`src/rtl/cluster_pwr_seq.sv`:
```
// Power, clock, isolation and reset sequencer for NB_CLUSTERS cluster domains.
// One Moore FSM per cluster; power-up grants are serialised round-robin.
module cluster_pwr_seq #(
  parameter int unsigned                NB_CLUSTERS       = 2,
  parameter int unsigned                BOOT_ADDR_WIDTH   = 64,
  parameter logic [BOOT_ADDR_WIDTH-1:0] BOOT_ADDR_DEFAULT = 'h1C00_8000,
  parameter int unsigned                ISO_CYCLES        = 4,
  parameter int unsigned                RST_CYCLES        = 8,
  parameter int unsigned                TIMEOUT_CYCLES    = 1024
) (
  input  logic                                        clk_i,
  input  logic                                        rst_i,
  input  logic [NB_CLUSTERS-1:0]                      on_req_i,
  input  logic [NB_CLUSTERS-1:0]                      off_req_i,
  input  logic [NB_CLUSTERS-1:0]                      err_clr_i,
  input  logic [NB_CLUSTERS-1:0][BOOT_ADDR_WIDTH-1:0] boot_addr_i,
  input  logic [NB_CLUSTERS-1:0]                      pow_ack_i,
  input  logic [NB_CLUSTERS-1:0]                      cluster_busy_i,
  output logic [NB_CLUSTERS-1:0]                      cluster_pow_o,
  output logic [NB_CLUSTERS-1:0]                      cluster_clk_en_o,
  output logic [NB_CLUSTERS-1:0]                      cluster_iso_o,
  output logic [NB_CLUSTERS-1:0]                      cluster_rstn_o,
  output logic [NB_CLUSTERS-1:0]                      cluster_fetch_enable_o,
  output logic [NB_CLUSTERS-1:0][BOOT_ADDR_WIDTH-1:0] cluster_boot_addr_o,
  output logic [NB_CLUSTERS-1:0][2:0]                 state_o,
  output logic [NB_CLUSTERS-1:0]                      done_irq_o,
  output logic [NB_CLUSTERS-1:0]                      err_irq_o
);

  localparam int unsigned MAX_A   = (TIMEOUT_CYCLES > ISO_CYCLES) ? TIMEOUT_CYCLES : ISO_CYCLES;
  localparam int unsigned CNT_MAX = (MAX_A > RST_CYCLES) ? MAX_A : RST_CYCLES;
  localparam int unsigned CNT_W   = $clog2(CNT_MAX + 1);
  localparam int unsigned PTR_W   = (NB_CLUSTERS > 1) ? $clog2(NB_CLUSTERS) : 1;

  typedef enum logic [2:0] {
    S_OFF      = 3'd0,
    S_WAIT_PWR = 3'd1,
    S_CLK_ON   = 3'd2,
    S_RST      = 3'd3,
    S_RUN      = 3'd4,
    S_DRAIN    = 3'd5,
    S_PWR_DN   = 3'd6,
    S_ERR      = 3'd7
  } state_e;

  state_e                                      state_q [NB_CLUSTERS];
  state_e                                      state_d [NB_CLUSTERS];
  logic [CNT_W-1:0]                            cnt_q   [NB_CLUSTERS];
  logic [CNT_W-1:0]                            cnt_d   [NB_CLUSTERS];
  logic [NB_CLUSTERS-1:0]                      pend_q, pend_d;
  logic [NB_CLUSTERS-1:0]                      pow_q, pow_d, clk_en_q, clk_en_d, iso_q, iso_d;
  logic [NB_CLUSTERS-1:0]                      rstn_q, rstn_d, fetch_q, fetch_d;
  logic [NB_CLUSTERS-1:0]                      done_q, done_d, err_q, err_d;
  logic [NB_CLUSTERS-1:0][BOOT_ADDR_WIDTH-1:0] boot_q, boot_d;
  logic [PTR_W-1:0]                            ptr_q, ptr_d;
  logic [NB_CLUSTERS-1:0]                      on_ok, off_ok, eligible, grant_oh;

  // Simultaneous on/off requests cancel each other; a cancelling cluster is not grantable.
  assign on_ok    = on_req_i & ~off_req_i;
  assign off_ok   = off_req_i & ~on_req_i;
  assign eligible = pend_q & ~off_ok;

  always_comb begin
    logic             any_wait;
    logic [PTR_W-1:0] idx;
    any_wait = 1'b0;
    idx      = '0;
    grant_oh = '0;
    ptr_d    = ptr_q;
    for (int unsigned i = 0; i < NB_CLUSTERS; i++) begin
      if (state_q[i] == S_WAIT_PWR) any_wait = 1'b1;
    end
    for (int unsigned k = 0; k < NB_CLUSTERS; k++) begin
      idx = PTR_W'(((ptr_q + k) >= NB_CLUSTERS) ? (ptr_q + k - NB_CLUSTERS) : (ptr_q + k));
      if (!any_wait && (grant_oh == '0) && eligible[idx]) begin
        grant_oh[idx] = 1'b1;
        ptr_d         = ((32'(idx) + 1) >= NB_CLUSTERS) ? '0 : idx + 1'b1;
      end
    end
  end

  always_comb begin
    state_d  = state_q;
    cnt_d    = cnt_q;
    pend_d   = pend_q;
    boot_d   = boot_q;
    pow_d    = '0;
    clk_en_d = '0;
    iso_d    = '1;
    rstn_d   = '0;
    fetch_d  = '0;
    done_d   = '0;
    err_d    = '0;
    for (int unsigned i = 0; i < NB_CLUSTERS; i++) begin
      case (state_q[i])
        S_OFF: begin
          if (on_ok[i]) begin
            pend_d[i] = 1'b1;
            boot_d[i] = boot_addr_i[i];
          end else if (off_ok[i]) begin
            pend_d[i] = 1'b0;
          end
          if (grant_oh[i]) begin
            state_d[i] = S_WAIT_PWR;
            pend_d[i]  = 1'b0;
          end
        end
        S_WAIT_PWR: begin
          if (pow_ack_i[i])                              state_d[i] = S_CLK_ON;
          else if (cnt_q[i] == CNT_W'(TIMEOUT_CYCLES))   state_d[i] = S_ERR;
        end
        S_CLK_ON: if (cnt_q[i] == CNT_W'(ISO_CYCLES - 1)) state_d[i] = S_RST;
        S_RST:    if (cnt_q[i] == CNT_W'(RST_CYCLES - 1)) state_d[i] = S_RUN;
        S_RUN:    if (off_ok[i])                          state_d[i] = S_DRAIN;
        S_DRAIN: begin
          if (!cluster_busy_i[i])                        state_d[i] = S_PWR_DN;
          else if (cnt_q[i] == CNT_W'(TIMEOUT_CYCLES))   state_d[i] = S_ERR;
        end
        S_PWR_DN: begin
          if (!pow_ack_i[i])                             state_d[i] = S_OFF;
          else if (cnt_q[i] == CNT_W'(TIMEOUT_CYCLES))   state_d[i] = S_ERR;
        end
        S_ERR: begin
          if (err_clr_i[i]) begin
            state_d[i] = S_OFF;
            pend_d[i]  = 1'b0;
          end
        end
      endcase

      if (state_d[i] != state_q[i]) begin
        cnt_d[i] = '0;
      end else if ((state_q[i] inside {S_WAIT_PWR, S_CLK_ON, S_RST, S_DRAIN, S_PWR_DN}) &&
                   (cnt_q[i] != CNT_W'(CNT_MAX))) begin
        cnt_d[i] = cnt_q[i] + 1'b1;
      end

      // Outputs are decoded from the next state so they register alongside it.
      case (state_d[i])
        S_WAIT_PWR: pow_d[i] = 1'b1;
        S_CLK_ON: begin
          pow_d[i]    = 1'b1;
          clk_en_d[i] = 1'b1;
        end
        S_RST: begin
          pow_d[i]    = 1'b1;
          clk_en_d[i] = 1'b1;
          iso_d[i]    = 1'b0;
        end
        S_RUN: begin
          pow_d[i]    = 1'b1;
          clk_en_d[i] = 1'b1;
          iso_d[i]    = 1'b0;
          rstn_d[i]   = 1'b1;
          fetch_d[i]  = 1'b1;
        end
        S_DRAIN: begin
          pow_d[i]    = 1'b1;
          clk_en_d[i] = 1'b1;
          iso_d[i]    = 1'b0;
          rstn_d[i]   = 1'b1;
        end
        default: ;
      endcase

      done_d[i] = (state_d[i] != state_q[i]) &&
                  ((state_d[i] == S_RUN) || ((state_d[i] == S_OFF) && (state_q[i] == S_PWR_DN)));
      err_d[i]  = (state_d[i] != state_q[i]) && (state_d[i] == S_ERR);
    end
  end

  always_ff @(posedge clk_i) begin
    if (rst_i) begin
      for (int unsigned i = 0; i < NB_CLUSTERS; i++) begin
        state_q[i] <= S_OFF;
        cnt_q[i]   <= '0;
      end
      pend_q   <= '0;
      pow_q    <= '0;
      clk_en_q <= '0;
      iso_q    <= '1;
      rstn_q   <= '0;
      fetch_q  <= '0;
      done_q   <= '0;
      err_q    <= '0;
      boot_q   <= {NB_CLUSTERS{BOOT_ADDR_DEFAULT}};
      ptr_q    <= '0;
    end else begin
      state_q  <= state_d;
      cnt_q    <= cnt_d;
      pend_q   <= pend_d;
      pow_q    <= pow_d;
      clk_en_q <= clk_en_d;
      iso_q    <= iso_d;
      rstn_q   <= rstn_d;
      fetch_q  <= fetch_d;
      done_q   <= done_d;
      err_q    <= err_d;
      boot_q   <= boot_d;
      ptr_q    <= ptr_d;
    end
  end

  always_comb begin
    state_o = '0;
    for (int unsigned i = 0; i < NB_CLUSTERS; i++) state_o[i] = state_q[i];
  end

  assign cluster_pow_o          = pow_q;
  assign cluster_clk_en_o       = clk_en_q;
  assign cluster_iso_o          = iso_q;
  assign cluster_rstn_o         = rstn_q;
  assign cluster_fetch_enable_o = fetch_q;
  assign cluster_boot_addr_o    = boot_q;
  assign done_irq_o             = done_q;
  assign err_irq_o              = err_q;

endmodule

```
`config.mk`:
```
export PLATFORM = sky130hd
export DESIGN_NAME = cluster_pwr_seq
export DESIGN_NICKNAME = d
export VERILOG_FILES = /design/src/rtl/cluster_pwr_seq.sv
export SDC_FILE = /design/constraint.sdc
export NUM_CORES = 1
export LEC_CHECK = 0
export ABC_AREA = 1
export CORE_ASPECT_RATIO = 1.25
export CORE_MARGIN = 10
export CORE_UTILIZATION = 39
export CTS_BUF_LIST = sky130_fd_sc_hd__clkbuf_16
export CTS_CLUSTER_SIZE = 14
export DETAILED_ROUTE_END_ITERATION = 16
export PLACE_DENSITY = 0.76
export SYNTH_ARGS = -nofsm -noshare
export SYNTH_HDL_FRONTEND = slang
export SYNTH_SLANG_ARGS = --single-unit
```
`constraint.sdc`:
```
create_clock -name clk_i -period 1.6 [get_ports clk_i]
set_input_delay 0.16 -clock clk_i [delete_from_list [all_inputs] [get_ports clk_i]]
set_output_delay 0.16 -clock clk_i [all_outputs]
set_load 0.02 [all_outputs]
```
Word level (Yosys, flattened, before mapping) --
Cells that the tools add are included.
Word-level totals: register bits 173, output and inout bits 148, word-level logic and storage cells 178
Operators by class: add/sub/neg operators 9, magnitude comparators 8, equal/unequal tests 40, multiplexer cells 58, bitwise logic cells 7, reductions and logical operators 40
Operator list (number):
- 3-bit two-way mux | 18
- 3-bit one-hot mux with 8 select lines | 2
- 3-bit equality test (second input constant) | 14
- 1-bit two-way mux | 32
- 3-bit by 2-bit equality test with 1-bit output (second input constant) | 8
- 11-bit by 1-bit adder with 11-bit output (second input constant) | 2
- 11-bit equality test (second input constant) | 2
- 11-bit by 2-bit equality test with 1-bit output (second input constant) | 2
- 11-bit by 3-bit equality test with 1-bit output (second input constant) | 2
- 11-bit != test (second input constant) | 2
- 1-bit logical AND | 13
- 3-bit by 1-bit equality test with 1-bit output (second input constant) | 4
- 3-bit logical NOT | 4
- 5-bit nonzero test | 2
- 5-bit OR reduction | 2
- 4-bit != test (second input constant) | 2
- 2-bit OR reduction | 4
- 4-bit OR reduction | 2
- 1-bit by 1-bit adder with 2-bit output (second input constant) | 3
- 2-bit AND | 3
- 2-bit greater-or-equal comparator (second input constant) | 3
- 3-bit != test | 2
- 2-bit NOT | 3
- 3-bit AND reduction | 2
- 16 further kinds | 29

Depth between registers and ports, before layout --
word-level depth 18, depth in mapped cells 15, depth with buffers taken out 14

Worst setup path before layout --
OpenSTA, ideal clock, no wires.
kind reg-to-reg, start point register state_q, in the netlist state_o[0], end point register cnt_q[17] (netlist name), setup time 116 ps, arrival 1577 ps, required time 1484 ps, setup slack -93 ps, stages on the path, launching flop included 13, path buffers 1, cell sequence dfxtp_1 -> inv_2 -> nand2_4 -> nor2_1 -> nor2_1 -> nand2_1 -> nor2_1 -> nand2_2 -> nand2_4 -> nand2_1 -> nand4_2 -> buf_6 -> nor2_2
On the way: cells in the longest elaborated chain, start to end 14, elaborated cells between the ends (all ways) 32
RTL lines:
- start, declared | line 46 | state_e state_q [NB_CLUSTERS];
- start signal, assigned | line 189 | state_q <= state_d;
- 3-bit by 1-bit equality test with 1-bit output | line 71, 95, 133
- 1-bit two-way mux (2 in series) | line 71 | if (state_q[i] == S_WAIT_PWR) any_wait = 1'b1;
- 1-bit logical NOT | line 75 | if (!any_wait && (grant_oh == '0) && eligible[idx]) begin
- 1-bit logical AND | line 75
- 2-bit two-way mux | line 75
- 2-bit logical NOT | line 75
- 1-bit logical AND (2 in series) | line 75
- 2-bit two-way mux | line 75
- 3-bit two-way mux | line 103 | if (grant_oh[i]) begin
- 3-bit one-hot mux with 8 select lines | line 95 | case (state_q[i])
- 3-bit != test | line 131 | if (state_d[i] != state_q[i]) begin
- 2-bit OR reduction (no source line)
- end signal, assigned | line 190 | cnt_q <= cnt_d;
- end, declared | line 48 | logic [CNT_W-1:0] cnt_q [NB_CLUSTERS];
Several ways; a longest one is shown, not always the timed one. A chain may end at the register's enable or synchronous reset.

Worst setup path after layout --
start point register cnt_q[0] (netlist name), end point register cnt_q[5] (netlist name)
On the way: cells in the longest elaborated chain, start to end 6, elaborated cells between the ends (all ways) 15
RTL lines (line):
- 11-bit equality test | 110, 117, 121
- 3-bit two-way mux | 110, 117, 121
- 3-bit two-way mux, on equally long branches | 120, 109, 116
- 3-bit one-hot mux with 8 select lines | 95
- 3-bit != test | 131
- 2-bit OR reduction (no source line)
Several ways; a longest one is shown, not always the timed one.

==> run metrics <==
critical path class register to register; WP data arrival 2.18 ns; worst slew pin tran 0.425 ns; clock-pin transition on the worst setup and hold timing paths 0.07 ns; Final #Nets 1490; design area 12600 µm²; die height 171 µm; total vias in the final route 7750; commonest cells after routing, fill and taps aside clkdlybuf4s50_1 (224), nand2_1 (199), dfxtp_1 (163); CP startpoint kind register; max cap viols 0; WHS Endpoint cluster_boot_addr_o[28]$_SDFFE_PP1P_; Worst VDD drop 0.899 mV; I/O pins 288; clk buf depth 2; RR Endpoint cnt_q[5]$_SDFFE_PP0P_; initial antenna violation count 0; drt pass-1 iters 5; most common cell after layout, fill and taps aside clkdlybuf4s50_1; TritonCTS Buffers 17; crit-path max FO 6; # setup viols final 29; final WL 26.8 mm; Syn. warnings 0; Final Cycle Share 113%; clock root cell clkbuf_16; HP Start rst_i; Final Non-Filler Cells 1583; cell area after synthesis 7150 µm²; share of layout cells above drive strength 1 24.2%; hpwl dp 18.3 mm; clock latency at the later pin of the worst-skew pair 0.43 ns; f_max 552 MHz; Worst Hold Class input port to register; Leak Pwr 5.88 nW; initial core utilization 39.5%; post-route DRC violation count 0; first-pass GRT wire length 38.8 mm; Synth cell types 36; largest net degree at the start of global routing 69; cells after synthesis 967; Setup Skew 0.0122 ns; GRT Total Usage 19.8%; detailed router's first-iteration violation count 409; placed insts 1520; row cnt 55; reg2reg setup slack -0.21 ns; CP Capture Type register; placed instance area 10900 µm²; Layout area overhead 76.7%; worst setup margin -0.212 ns; H-tree lvl count 4; failing checks setup timing; number of synthesized register bits 173; hold slack 0.201 ns; die width 141 µm; I/O Buffers 287; total gr overflow 0; core area 18100 µm²; setup TNS -3.62 ns; RSZ-0062 raised after global routing true; worst path required time 1.96 ns; Power Dens Cells 1390 nW/µm²; register area 3490 µm²; wire per inst 16.9 µm; TritonCTS clock tree yes; outcome finished, violations left; vias in the first global route 7590; launching point of the worst reg2reg path cnt_q[0]$_SDFFE_PP0P_; fillers 1345; Slew headroom 71.6%; Tmin final 1.81 ns; Routability Congestion 0.882; die area 24200 µm²; CTS Hold Bufs 0; hold path cells 3; vias per cell 4.90; Mean Syn Cell Area 7.40 µm²; # clock sinks 173; FF-to-FF path depth 13; post-route ant nets 0; final slew viol count 0; Fin. Hold Viols 0; post-synthesis sequential area ratio 48.4%; area of the multi-input gates 3740 µm²; Syn Nets 1115
-- power by group --
| group | switching (mW) | internal [mW] | total [mW] |
|---|---|---|---|
| Combinational | 4.14 | 3.58 | 7.73 |
| Clock | 1.87 | 2.65 | 4.53 |
| Sequential | 0.358 | 4.92 | 5.28 |
| Total | 6.38 | 11.2 | 17.5 |
-- critical path, cell delays in order (launching register included) --
cell,delay [ns]
dfxtp_4,0.35
buf_4,0.14
ha_4,0.16
buf_6,0.12
nand2_4,0.06
nor2_2,0.04
a21oi_2,0.16
nand3_2,0.10
nand2_2,0.09
nand2_2,0.07
nand2_4,0.07
nand3_4,0.10
buf_12,0.19
nor2_2,0.09
-- metrics by stage --
step / power [mW] / worst slack (ns) / util, %
2_1_floorplan: 8.58 / -0.00173 / -
3_3_place_gp: 11.4 / -0.445 / 60.2
3_5_place_dp: 11.5 / -0.487 / 60.2
4_1_cts: 17.0 / -0.179 / 66.1
5_1_grt: 18.4 / -0.330 / 69.8
6_report: 17.5 / -0.212 / 69.8
-- cells in the mapped netlist (all sizes together) --
master / count / share of area (%)
nand2: 230 / 13
nor2: 193 / 11
dfxtp: 173 / 48
inv: 80 / 4.2
o21ai: 74 / 5.2
a21oi: 67 / 4.7
nand3: 39 / 2.8
buf: 28 / 2.4
clkbuf: 21 / 1.1
nor3: 14 / 1.3
xor2: 14 / 1.7
nand4: 12 / 1.1
ha: 8 / 1.4
xnor2: 4 / 0.49
nand3b: 2 / 0.21
nor4: 2 / 0.17
a31oi: 1 / 0.087
o2111ai: 1 / 0.12
o211ai: 1 / 0.10
o21a: 1 / 0.10
o221a: 1 / 0.16
o22ai: 1 / 0.087
-- metal layers --
metal	part of all wire (%)	up-vias	routed length [µm]	GRT usage (%)
met2	50	334	13400	32.7
met3	10	63	2700	8.99
met1	36	3546	9710	20.9
met4	3.6	0	957	9.85
met5	0	-	0	0
li1	-	3807	-	-
-- worst max-delay path by stage --
stage	slack [ns]	endpoint	from
after floorplan	-0.002	cnt_q[17]$_SDFFE_PP0P_	state_o[1]$_SDFF_PP0_
after global placement	-0.44	cnt_q[6]$_SDFFE_PP0P_	on_req_i[0]
after global routing	-0.33	cnt_q[4]$_SDFFE_PP0P_	cnt_q[0]$_SDFFE_PP0P_
after detailed placement	-0.49	cnt_q[6]$_SDFFE_PP0P_	on_req_i[1]
final	-0.21	cnt_q[5]$_SDFFE_PP0P_	cnt_q[0]$_SDFFE_PP0P_
after CTS	-0.18	cnt_q[7]$_SDFFE_PP0P_	cnt_q[0]$_SDFFE_PP0P_
-- registers in the layout (all words and copies together), names as in the netlist --
| register | cells |
|---|---|
| cluster_boot_addr_o | 128 |
| cluster_pow_o | 2 |
| cluster_clk_en_o | 2 |
| err_irq_o | 2 |
| ptr_q | 1 |
| pend_q | 2 |
| cluster_fetch_enable_o | 2 |
| state_o | 6 |
| cluster_rstn_o | 2 |
| cluster_iso_o | 2 |
| done_irq_o | 2 |
| cnt_q | 22 |
-- final cells by class --
type                            instances  share of cell area, %
Antenna cell                            1                 0.0198
Clock buffer                           17                   3.37
Clock inverter                         14                   1.64
Inverter                               80                   2.53
Multi-Input combinational cell        665                   29.6
Sequential cell                       173                   27.6
Tap cell                              228                   2.26
Timing Repair Buffer                  405                   33.0
-- logic make-up after synthesis --
logic type      after synthesis  synth area share, %
fa+ha+maj                     8                 1.40
compound gates              147                 10.6
flops                       173                 48.4
simple gates                492                 29.6
buf+inv                     129                 7.71
xor+xnor                     18                 2.20
-- repair_timing --
action	CTS	global route
pin swaps	32	40
gates cloned	2	3
resized for setup	113	154
setup endpoints to repair	103	165
buffers inserted	11	16
Note: power is estimated with default switching activity, not from simulation.
